--- src/rtl/allocator_separable_rr_hold_if.sv ---
// Allocator request/grant bundle.
//   requests    [i][j] requestor i wants resource j
//   release_req [i]    requestor i frees its held resource. The name is not
//                      "release" because that word is a reserved keyword.
//   grants      [i][j] resource j granted to requestor i (registered)
//   res_busy    [j]    resource j is held by a lock
// The master modport is the requestor side and the slave modport is the allocator.
interface allocator_separable_rr_hold_if #(
  parameter int NUM_REQS = 4,
  parameter int NUM_RESS = 4
);
  logic [NUM_REQS-1:0][NUM_RESS-1:0] requests;
  logic [NUM_REQS-1:0]               release_req;
  logic [NUM_REQS-1:0][NUM_RESS-1:0] grants;
  logic [NUM_RESS-1:0]               res_busy;

  modport master (output requests, output release_req, input grants, input res_busy);
  modport slave  (input requests, input release_req, output grants, output res_busy);
endinterface

--- src/rtl/allocator_separable_rr_hold.sv ---
// Separable round-robin allocator. It uses two arbiter stages: input-first or
// output-first. Pointers follow the iSLIP rule and grants are registered. An
// optional packet-level hold locks a granted pair until it is released.
//   clk    clock
//   reset  synchronous, active-low reset
//   bus    allocator_separable_rr_hold_if.slave (requests/release_req in, grants/res_busy out)
module allocator_separable_rr_hold #(
  parameter int NUM_REQS     = 4,
  parameter int NUM_RESS     = 4,
  parameter int OUTPUT_FIRST = 0,
  parameter int HOLD_EN      = 0
) (
  input  logic clk,
  input  logic reset,
  allocator_separable_rr_hold_if.slave bus
);
  localparam int RQW  = (NUM_REQS > 1) ? $clog2(NUM_REQS) : 1;
  localparam int RSW  = (NUM_RESS > 1) ? $clog2(NUM_RESS) : 1;
  localparam bit HOLD = (HOLD_EN != 0);

  logic [NUM_REQS-1:0][NUM_RESS-1:0] grants_reg, grants_next;
  logic [NUM_RESS-1:0]               lock_valid_reg, lock_valid_next;
  logic [NUM_RESS-1:0][RQW-1:0]      lock_owner_reg, lock_owner_next;
  logic [NUM_REQS-1:0][RSW-1:0]      in_ptr_reg, in_ptr_next;   // per requestor, over resources
  logic [NUM_RESS-1:0][RQW-1:0]      out_ptr_reg, out_ptr_next; // per resource, over requestors

  logic [NUM_RESS-1:0]               keep_lock;
  logic [NUM_REQS-1:0][NUM_RESS-1:0] held, elig, new_grant;
  logic [NUM_RESS-1:0][NUM_REQS-1:0] elig_t;
  logic [NUM_REQS-1:0]               holds_lock;

  // Round-robin pick over resources, starting at ptr and wrapping.
  function automatic logic [NUM_RESS-1:0] rr_res(input logic [NUM_RESS-1:0] req,
                                                 input logic [RSW-1:0] ptr);
    logic [NUM_RESS-1:0] gnt;
    logic found;
    int idx;
    gnt   = '0;
    found = 1'b0;
    for (int k = 0; k < NUM_RESS; k++) begin
      idx = int'(ptr) + k;
      if (idx >= NUM_RESS) idx = idx - NUM_RESS;
      if (!found && req[idx]) begin
        gnt[idx] = 1'b1;
        found    = 1'b1;
      end
    end
    return gnt;
  endfunction

  // Round-robin pick over requestors, starting at ptr and wrapping.
  function automatic logic [NUM_REQS-1:0] rr_req(input logic [NUM_REQS-1:0] req,
                                                 input logic [RQW-1:0] ptr);
    logic [NUM_REQS-1:0] gnt;
    logic found;
    int idx;
    gnt   = '0;
    found = 1'b0;
    for (int k = 0; k < NUM_REQS; k++) begin
      idx = int'(ptr) + k;
      if (idx >= NUM_REQS) idx = idx - NUM_REQS;
      if (!found && req[idx]) begin
        gnt[idx] = 1'b1;
        found    = 1'b1;
      end
    end
    return gnt;
  endfunction

  genvar gi, gj;

  // A lock survives this cycle only while its owner keeps requesting the
  // resource and does not release it. A dropped lock frees the resource for
  // this cycle's arbitration.
  for (gj = 0; gj < NUM_RESS; gj++) begin : g_keep
    assign keep_lock[gj] = HOLD && lock_valid_reg[gj]
                           && bus.requests[lock_owner_reg[gj]][gj]
                           && !bus.release_req[lock_owner_reg[gj]];
  end

  for (gi = 0; gi < NUM_REQS; gi++) begin : g_row
    for (gj = 0; gj < NUM_RESS; gj++) begin : g_col
      assign held[gi][gj]   = keep_lock[gj] && (lock_owner_reg[gj] == RQW'(gi));
      assign elig[gi][gj]   = bus.requests[gi][gj] && !keep_lock[gj] && !holds_lock[gi];
      assign elig_t[gj][gi] = elig[gi][gj];
    end
    assign holds_lock[gi] = |held[gi];
  end

  if (OUTPUT_FIRST != 0) begin : g_of
    logic [NUM_RESS-1:0][NUM_REQS-1:0] offer_t;
    logic [NUM_REQS-1:0][NUM_RESS-1:0] offer;
    for (gj = 0; gj < NUM_RESS; gj++) begin : g_s1
      assign offer_t[gj] = rr_req(elig_t[gj], out_ptr_reg[gj]);
    end
    for (gi = 0; gi < NUM_REQS; gi++) begin : g_s2
      for (gj = 0; gj < NUM_RESS; gj++) begin : g_tr
        assign offer[gi][gj] = offer_t[gj][gi];
      end
      assign new_grant[gi] = rr_res(offer[gi], in_ptr_reg[gi]);
    end
  end else begin : g_if
    logic [NUM_REQS-1:0][NUM_RESS-1:0] bid;
    logic [NUM_RESS-1:0][NUM_REQS-1:0] bid_t, win_t;
    for (gi = 0; gi < NUM_REQS; gi++) begin : g_s1
      assign bid[gi] = rr_res(elig[gi], in_ptr_reg[gi]);
      for (gj = 0; gj < NUM_RESS; gj++) begin : g_tr
        assign bid_t[gj][gi]     = bid[gi][gj];
        assign new_grant[gi][gj] = win_t[gj][gi];
      end
    end
    for (gj = 0; gj < NUM_RESS; gj++) begin : g_s2
      assign win_t[gj] = rr_req(bid_t[gj], out_ptr_reg[gj]);
    end
  end

  // Only fresh grants move the pointers and create locks. Held re-grants
  // leave both stages untouched.
  always_comb begin
    grants_next     = new_grant | held;
    in_ptr_next     = in_ptr_reg;
    out_ptr_next    = out_ptr_reg;
    lock_valid_next = keep_lock;
    lock_owner_next = lock_owner_reg;
    for (int i = 0; i < NUM_REQS; i++) begin
      for (int j = 0; j < NUM_RESS; j++) begin
        if (new_grant[i][j]) begin
          in_ptr_next[i]  = RSW'((j + 1) % NUM_RESS);
          out_ptr_next[j] = RQW'((i + 1) % NUM_REQS);
          if (HOLD) begin
            lock_valid_next[j] = 1'b1;
            lock_owner_next[j] = RQW'(i);
          end
        end
      end
    end
  end

  always_ff @(posedge clk) begin
    if (!reset) begin
      grants_reg     <= '0;
      lock_valid_reg <= '0;
      lock_owner_reg <= '0;
      in_ptr_reg     <= '0;
      out_ptr_reg    <= '0;
    end else begin
      grants_reg     <= grants_next;
      lock_valid_reg <= lock_valid_next;
      lock_owner_reg <= lock_owner_next;
      in_ptr_reg     <= in_ptr_next;
      out_ptr_reg    <= out_ptr_next;
    end
  end

  assign bus.grants   = grants_reg;
  assign bus.res_busy = lock_valid_reg;
endmodule
--- src/flat_wrapper.sv ---
// flat-port wrapper written by rule: the top's interface ports become plain ports
module allocator_separable_rr_hold_flat 
#(
  parameter int NUM_REQS     = 4,
  parameter int NUM_RESS     = 4,
  parameter int OUTPUT_FIRST = 0,
  parameter int HOLD_EN      = 0
)
  (clk, reset, bus_requests, bus_release_req, bus_grants, bus_res_busy);
  allocator_separable_rr_hold_if #(.NUM_REQS(NUM_REQS), .NUM_RESS(NUM_RESS)) bus_i ();
  input  logic clk;
  input  logic reset;
  input wire logic [$bits(bus_i.requests)-1:0] bus_requests;
  input wire logic [$bits(bus_i.release_req)-1:0] bus_release_req;
  output wire logic [$bits(bus_i.grants)-1:0] bus_grants;
  output wire logic [$bits(bus_i.res_busy)-1:0] bus_res_busy;
  assign bus_i.requests = bus_requests;
  assign bus_i.release_req = bus_release_req;
  assign bus_grants = bus_i.grants;
  assign bus_res_busy = bus_i.res_busy;
  allocator_separable_rr_hold #(.NUM_REQS(NUM_REQS), .NUM_RESS(NUM_RESS), .OUTPUT_FIRST(OUTPUT_FIRST), .HOLD_EN(HOLD_EN)) u_core (.clk(clk), .reset(reset), .bus(bus_i));
endmodule
--- config.mk ---
export PLATFORM = sky130hd
export DESIGN_NAME = allocator_separable_rr_hold_flat
export DESIGN_NICKNAME = d
export VERILOG_FILES = /design/src/rtl/allocator_separable_rr_hold_if.sv /design/src/rtl/allocator_separable_rr_hold.sv /design/src/flat_wrapper.sv
export SDC_FILE = /design/constraint.sdc
export NUM_CORES = 1
export LEC_CHECK = 0
export ABC_AREA = 1
export CAP_MARGIN = 25
export CORE_ASPECT_RATIO = 0.7
export CORE_MARGIN = 4
export CORE_UTILIZATION = 45
export DETAILED_ROUTE_END_ITERATION = 10
export GPL_ROUTABILITY_DRIVEN = 0
export PLACE_DENSITY = 0.68
export SYNTH_ARGS = -nofsm -noshare
export SYNTH_HDL_FRONTEND = slang
export SYNTH_SLANG_ARGS = --single-unit
--- constraint.sdc ---
create_clock -name clk -period 4.9 [get_ports clk]
set_input_delay 0.735 -clock clk [delete_from_list [all_inputs] [get_ports clk]]
set_output_delay 0.735 -clock clk [all_outputs]
set_load 0.01 [all_outputs]
==> impl_metrics.ini, run 1 <==
[pwr]
p_leak_nw = 2.57
power.total_mw = 3.32
clock_power_share_pct = 11.3
sequentialPowerShare_pct = 14.4
p_comb_share_pct = 74.3
p_per_area_nw_per_um2 = 687
p_int_mw = 1.43
sw_frac_of_total_pct = 56.9
power_switching_mw = 1.89
peakVddDrop_v = 0.000297

[clock_tree]
clk_latency_ps = 280
htreeDepth = 2
numCtsBuffers = 5
numClockSinks = 32
clk_pin_slew_ps = 50
cts_hold_buffers = 0
clk_path_buf_depth = 2
cts_tree = done
cts_root_buf = clkbuf_16
postCtsSetupBuffers = 0
cts_resized = 0

[sta]
worst_slew_pin_slew_ps = 867
relSlewSlack_pct = 42.0
skew_ps = 6.92
slew_viol_final = 0
max_clock_freq_mhz = 321
final_hold_viol_count = 0
final-setup-viol-count = 0
fin_setup_tns_ps = 0
fin_crit_sh_pct = 63.6
fin_crit_ps = 3120
rsz0062_at_grt = false

[setup_path]
slowest_delay_ps = 560
path_cells = inv_2 -> ha_1 -> inv_1 -> nand3_1 -> nand2_1 -> nand3_4 -> nor2_1 -> nor2_1 -> nand3_1 -> nand3_1 -> nand2_1 -> nor2_2 -> nand3_1 -> nand3_2 -> inv_1 -> nand2_1 -> a21oi_1
required_ps = 5060
arrival_ps = 3280
end_kind = flip-flop
critPathMaxFanout = 10
worstSetupStartpointType = flip-flop
worst_path_max_delay_cell = dfxtp_1
path_class = reg -> reg
worst_path_most_repeated_cell = nand3_1

[floorplanning]
std_cell_rows = 29
core-area_um2 = 9070
start_util_pct = 46.2
die_area_um2 = 10900
fp.dieH_um = 88.7
io_pins = 42
die_w_um = 123

[placed_design]
dp_hpwl_um = 9010
io_buffers = 33

[yosys]
avgSynthCellArea_um2 = 6.04
ys_warn_count = 0
synth_area_um2 = 4190
ys_seq_area_share_pct = 15.3
synth.area.top_cells = nand2_1 (20%), nand3_1 (18%), ha_1 (16%), dfxtp_1 (15%), inv_1 (8.0%)
yosys.area.top_type = nand2_1
ys_ff_latch = 32
synth_cell_types = 21
synthCells = 694
synth_top_area_share_pct = 19.9

[final_layout]
layout_commonest_cell = nand2_1
drive_above_1_share_pct = 10.9
antenna_cells = 0
area_growth_pct = 15.3
largest_reg_flops = 16
layout_common_cells = nand2_1 (222), nand3_1 (152), inv_1 (89), ha_1 (52), nor2_1 (38)
fin_nets = 805

[route]
drt-total-wl_um = 11100
wl_per_cell_um = 13.0
via_per_inst = 5.19
num_vias = 4439
drc = 0
antenna_left = 0
drt_iter0_markers = 314
dr.pass1.iters = 5

[flow_run]
maxCapViolations = 0

[global_routing]
antenna_found_initial = 0
grt_start_max_net_pins = 24
grt_overflow = 0
grt_pass1_wl_um = 18500
track_usage_pct = 20.8
grt_pass1_vias = 3889

[min_path]
hold_class = reg -> reg

[run_status]
status = complete, no violations
==> logic make-up (layout without fill, tap and decap cells) <==
kind of cell,count (synthesis),in the layout,share of synthesized area [%]
flip-flops,32,32,15.3
buffers and inverters,103,138,9.61
AND/OR/NAND/NOR,489,489,57.3
adder cells (fa/ha/maj),52,52,15.5
other,1,4,0.0895
AO/OA/AOI/OAI,17,17,2.21
==> power groups by stage <==
stage	registers, mW	clock network [mW]	logic (mW)
after global routing	0.495	0.395	2.77
after global placement	0.482	0	2.35
after detailed placement	0.484	0	2.42
final	0.480	0.374	2.47
after CTS	0.479	0.381	2.44
after floorplan	0.475	0	1.83
==> critical path: cells and delay by family (launching register included) <==
family / cells / cell delay (ps)
AO/OA/AOI/OAI: 1 / 60
adder cells (fa/ha/maj): 1 / 360
buffers and inverters: 3 / 360
flip-flops: 1 / 560
AND/OR/NAND/NOR: 12 / 1660
==> final timing paths <==
check                  startpoint              endpoint  slack (ps)  cells after the start
max          u_core.in_ptr_reg[6]  u_core.in_ptr_reg[4]        1780                     17
min          u_core.in_ptr_reg[5]  u_core.in_ptr_reg[5]         590                      2
max reg2reg  u_core.in_ptr_reg[6]  u_core.in_ptr_reg[4]        1780                     17
min reg2reg  u_core.in_ptr_reg[5]  u_core.in_ptr_reg[5]         590                      2
==> through the flow <==
step | hold WS [ps] | setup WS, ps | instance area (um2) | instances | utilization (%)
6_report | 588 | 1780 | 4830 | 856 | 53.3
4_1_cts | 583 | 1860 | 4830 | 856 | 53.3
3_3_place_gp | 561 | 1690 | 4650 | 848 | 51.3
5_1_grt | 608 | 1540 | 4830 | 856 | 53.3
2_1_floorplan | 519 | 2500 | 4200 | 697 | -
3_5_place_dp | 576 | 1670 | 4650 | 848 | 51.3
==> cells in the mapped netlist <==
library cell / n
nand2_1: 222
buf_4: 4
buf_2: 1
buf_1: 1
inv_2: 8
nor2_1: 38
o21ai_0: 1
nand4_1: 15
inv_1: 89
nand3_2: 21
nor2_2: 6
a21oi_2: 2
conb_1: 1
nor2_4: 8
nand3_1: 152
dfxtp_1: 32
nand3_4: 3
a21oi_1: 14
nand2_4: 6
ha_1: 52
nand2_2: 18
==> cell type report <==
cell class,instances,area [um2]
clock inverters,1,30.0
fillers,965,4240
clock buffers,7,153
well taps,124,155
flip-flops and latches,32,641
multi-input cells,562,3160
inverters,97,364
repair buffers,33,330
==> per-layer routing <==
metal	part of all wire (%)	vias up	track usage (%)
li1	-	2295	-
met1	49	2015	30.7
met2	43	121	31.9
met3	7.2	8	4.09
met4	0.51	0	3.12
met5	0	-	0
Power figures use the tool's default switching activity.
==> run 2, diff against run 1 <==
--- a/config.mk
+++ b/config.mk
@@ -12,7 +12,7 @@
 export CORE_UTILIZATION = 45
 export DETAILED_ROUTE_END_ITERATION = 10
 export GPL_ROUTABILITY_DRIVEN = 0
-export PLACE_DENSITY = 0.68
+export PLACE_DENSITY = 0.71
 export SYNTH_ARGS = -nofsm -noshare
 export SYNTH_HDL_FRONTEND = slang
 export SYNTH_SLANG_ARGS = --single-unit
==> constraint.sdc (replaced) <==
create_clock -name clk -period 2.8 [get_ports clk]
set_input_delay 0.42 -clock clk [delete_from_list [all_inputs] [get_ports clk]]
set_output_delay 0.42 -clock clk [all_outputs]
set_load 0.01 [all_outputs]
==> run 2 against run 1 <==
Effect of this change:
- count of clock-buffer cells in the layout is 2 lower
- worst setup slack worse by 1600 ps
- die area unchanged
- register-to-register slack got worse by 1600 ps
- utilization grew 2.3 points
- global-route usage grew 0.32 points
- sequential share of layout area fell by 0.55 points
- non-clock buffer count is 16 higher
- critical path type unchanged
- largest power group unchanged
- highest routed layer unchanged
==> impl_metrics.ini, run 2 (synthesis gave the netlist of run 1 again) <==
[run_status]
status = complete, no violations

[route]
dr_wl_met3_um = 616
drt-total-wl_um = 11200
dr_wl_met2_um = 4940
wl_per_cell_um = 12.9
drc = 0
via_per_inst = 5.23
met1_length_um = 5610
dr.pass1.iters = 5
drt_iter0_markers = 322
dr.max_layer_used = met4
num_vias = 4561
antenna_left = 0

[clock_tree]
cts_tree = done
htreeDepth = 2
clk_latency_ps = 280
numCtsBuffers = 5
clk_path_buf_depth = 2
cts_root_buf = clkbuf_16
clk_pin_slew_ps = 60
numClockSinks = 32

[sta]
setup_ws_ps = 153
max_clock_freq_mhz = 378
slew_viol_final = 0
final_hold_viol_count = 0
skew_ps = 4.66
fin_setup_tns_ps = 0
hold_ws_ps = 596
final-setup-viol-count = 0
fin_crit_ps = 2650
fin_crit_sh_pct = 94.5

[global_routing]
track_usage_pct = 21.1
grt_pass1_wl_um = 18900
grt_pass1_vias = 4048
antenna_found_initial = 0
grt_start_max_net_pins = 13
grt_overflow = 0

[final_layout]
layout_common_cells = nand2_1 (220), nand3_1 (144), inv_1 (88), ha_1 (49), clkdlybuf4s50_1 (33)
fin_util_pct = 55.6
largest_reg_flops = 16
fin_nets = 821
antenna_cells = 0
fillers = 888
drive_above_1_share_pct = 15.5
area_growth_pct = 20.2
layout_commonest_cell = nand2_1

[setup_path]
r2r_start = u_core.in_ptr_reg[3]
path_class = reg -> reg
reg2reg_depth = 17
ff2ff_setup_slack_ps = 150
end_kind = flip-flop
arrival_ps = 2820
endpoint = u_core.in_ptr_reg[4]
worstSetupStartpointType = flip-flop
crit_family = simple AND/OR/NAND/NOR gates
critPathMaxFanout = 5
r2r-end = u_core.in_ptr_reg[4]
worst_path_most_repeated_cell = nand3_1
worst_path_max_delay_cell = dfxtp_1
critical_path_cell_count = 17
required_ps = 2970
slowest_delay_ps = 350
path_buf_inv = 3
critPathLaunch = u_core.in_ptr_reg[3]
path_cells = inv_1 -> ha_4 -> inv_1 -> nand3_1 -> nand2_1 -> nand3_4 -> nor2_1 -> nor2_1 -> nand3_1 -> nand3_1 -> nand2_1 -> nor2_4 -> nand3_1 -> nand3_2 -> inv_1 -> nand2_1 -> a21oi_1

[pwr]
p_leak_nw = 2.66
power_switching_mw = 3.42
peakVddDrop_v = 0.000385
sequentialPowerShare_pct = 12.7
p_int_mw = 2.65
p_comb_share_pct = 77.0
p_per_area_nw_per_um2 = 1200
clock_power_share_pct = 10.3
sw_frac_of_total_pct = 56.3

[floorplanning]
die_w_um = 123
std_cell_rows = 29
start_util_pct = 46.2
fp.dieH_um = 88.7
io_pins = 42
core-area_um2 = 9070
die_area_um2 = 10900

[min_path]
worstHoldStart = u_core.out_ptr_reg[3]
hold_class = reg -> reg
hold_depth = 2

[placed_design]
io_buffers = 33
place_ws_ps = -75.1
dp_hpwl_um = 9190

[flow_run]
maxCapViolations = 0
-- run 2: worst min path at each step --
stage                                 end
floorplan            u_core.in_ptr_reg[5]
global placement    u_core.out_ptr_reg[3]
detailed placement  u_core.out_ptr_reg[3]
CTS                 u_core.out_ptr_reg[3]
global route        u_core.out_ptr_reg[3]
finish              u_core.out_ptr_reg[3]
-- run 2: timing repair --
item	in CTS	in global routing
endpoints found under the setup margin	0	25
setup buffers	0	1
hold buffers	0	0
resized for setup	0	21
-- run 2: power groups by stage --
| stage | clock network, mW | logic [mW] | registers (mW) |
|---|---|---|---|
| 3_3_place_gp | 0 | 4.26 | 0.767 |
| 3_5_place_dp | 0 | 4.40 | 0.776 |
| 4_1_cts | 0.626 | 4.42 | 0.770 |
| 2_1_floorplan | 0 | 3.21 | 0.830 |
| 6_report | 0.623 | 4.67 | 0.772 |
| 5_1_grt | 0.647 | 5.22 | 0.793 |
-- run 2: layout make-up --
| class | instances | area (um2) | share of cell area (%) |
|---|---|---|---|
| clock buffers | 5 | 125 | 2.48 |
| clock inverters | 3 | 42.5 | 0.844 |
| inverters | 97 | 364 | 7.22 |
| multi-input cells | 562 | 3260 | 64.7 |
| flip-flops and latches | 32 | 641 | 12.7 |
| well taps | 124 | 155 | 3.08 |
| repair buffers | 49 | 450 | 8.94 |
-- run 2: tightest hold or removal path: cells and delay by family (launching register included) --
kind | cells | cell delay, ps
flip-flops | 1 | 400
AND/OR/NAND/NOR | 1 | 100
AO/OA/AOI/OAI | 1 | 50
-- run 2: per-stage QoR --
step / total power, mW / instances / instance area (um2)
3_5_place_dp: 5.18 / 863 / 4760
6_report: 6.07 / 872 / 5040
3_3_place_gp: 5.03 / 863 / 4760
5_1_grt: 6.66 / 872 / 5040
4_1_cts: 5.82 / 871 / 4930
2_1_floorplan: 4.04 / 697 / 4200
-- run 2: routing by layer --
metal	vias up	track usage, %
met5	-	0
li1	2331	-
met1	2078	30.9
met4	0	3.52
met2	141	33.9
met3	11	2.24
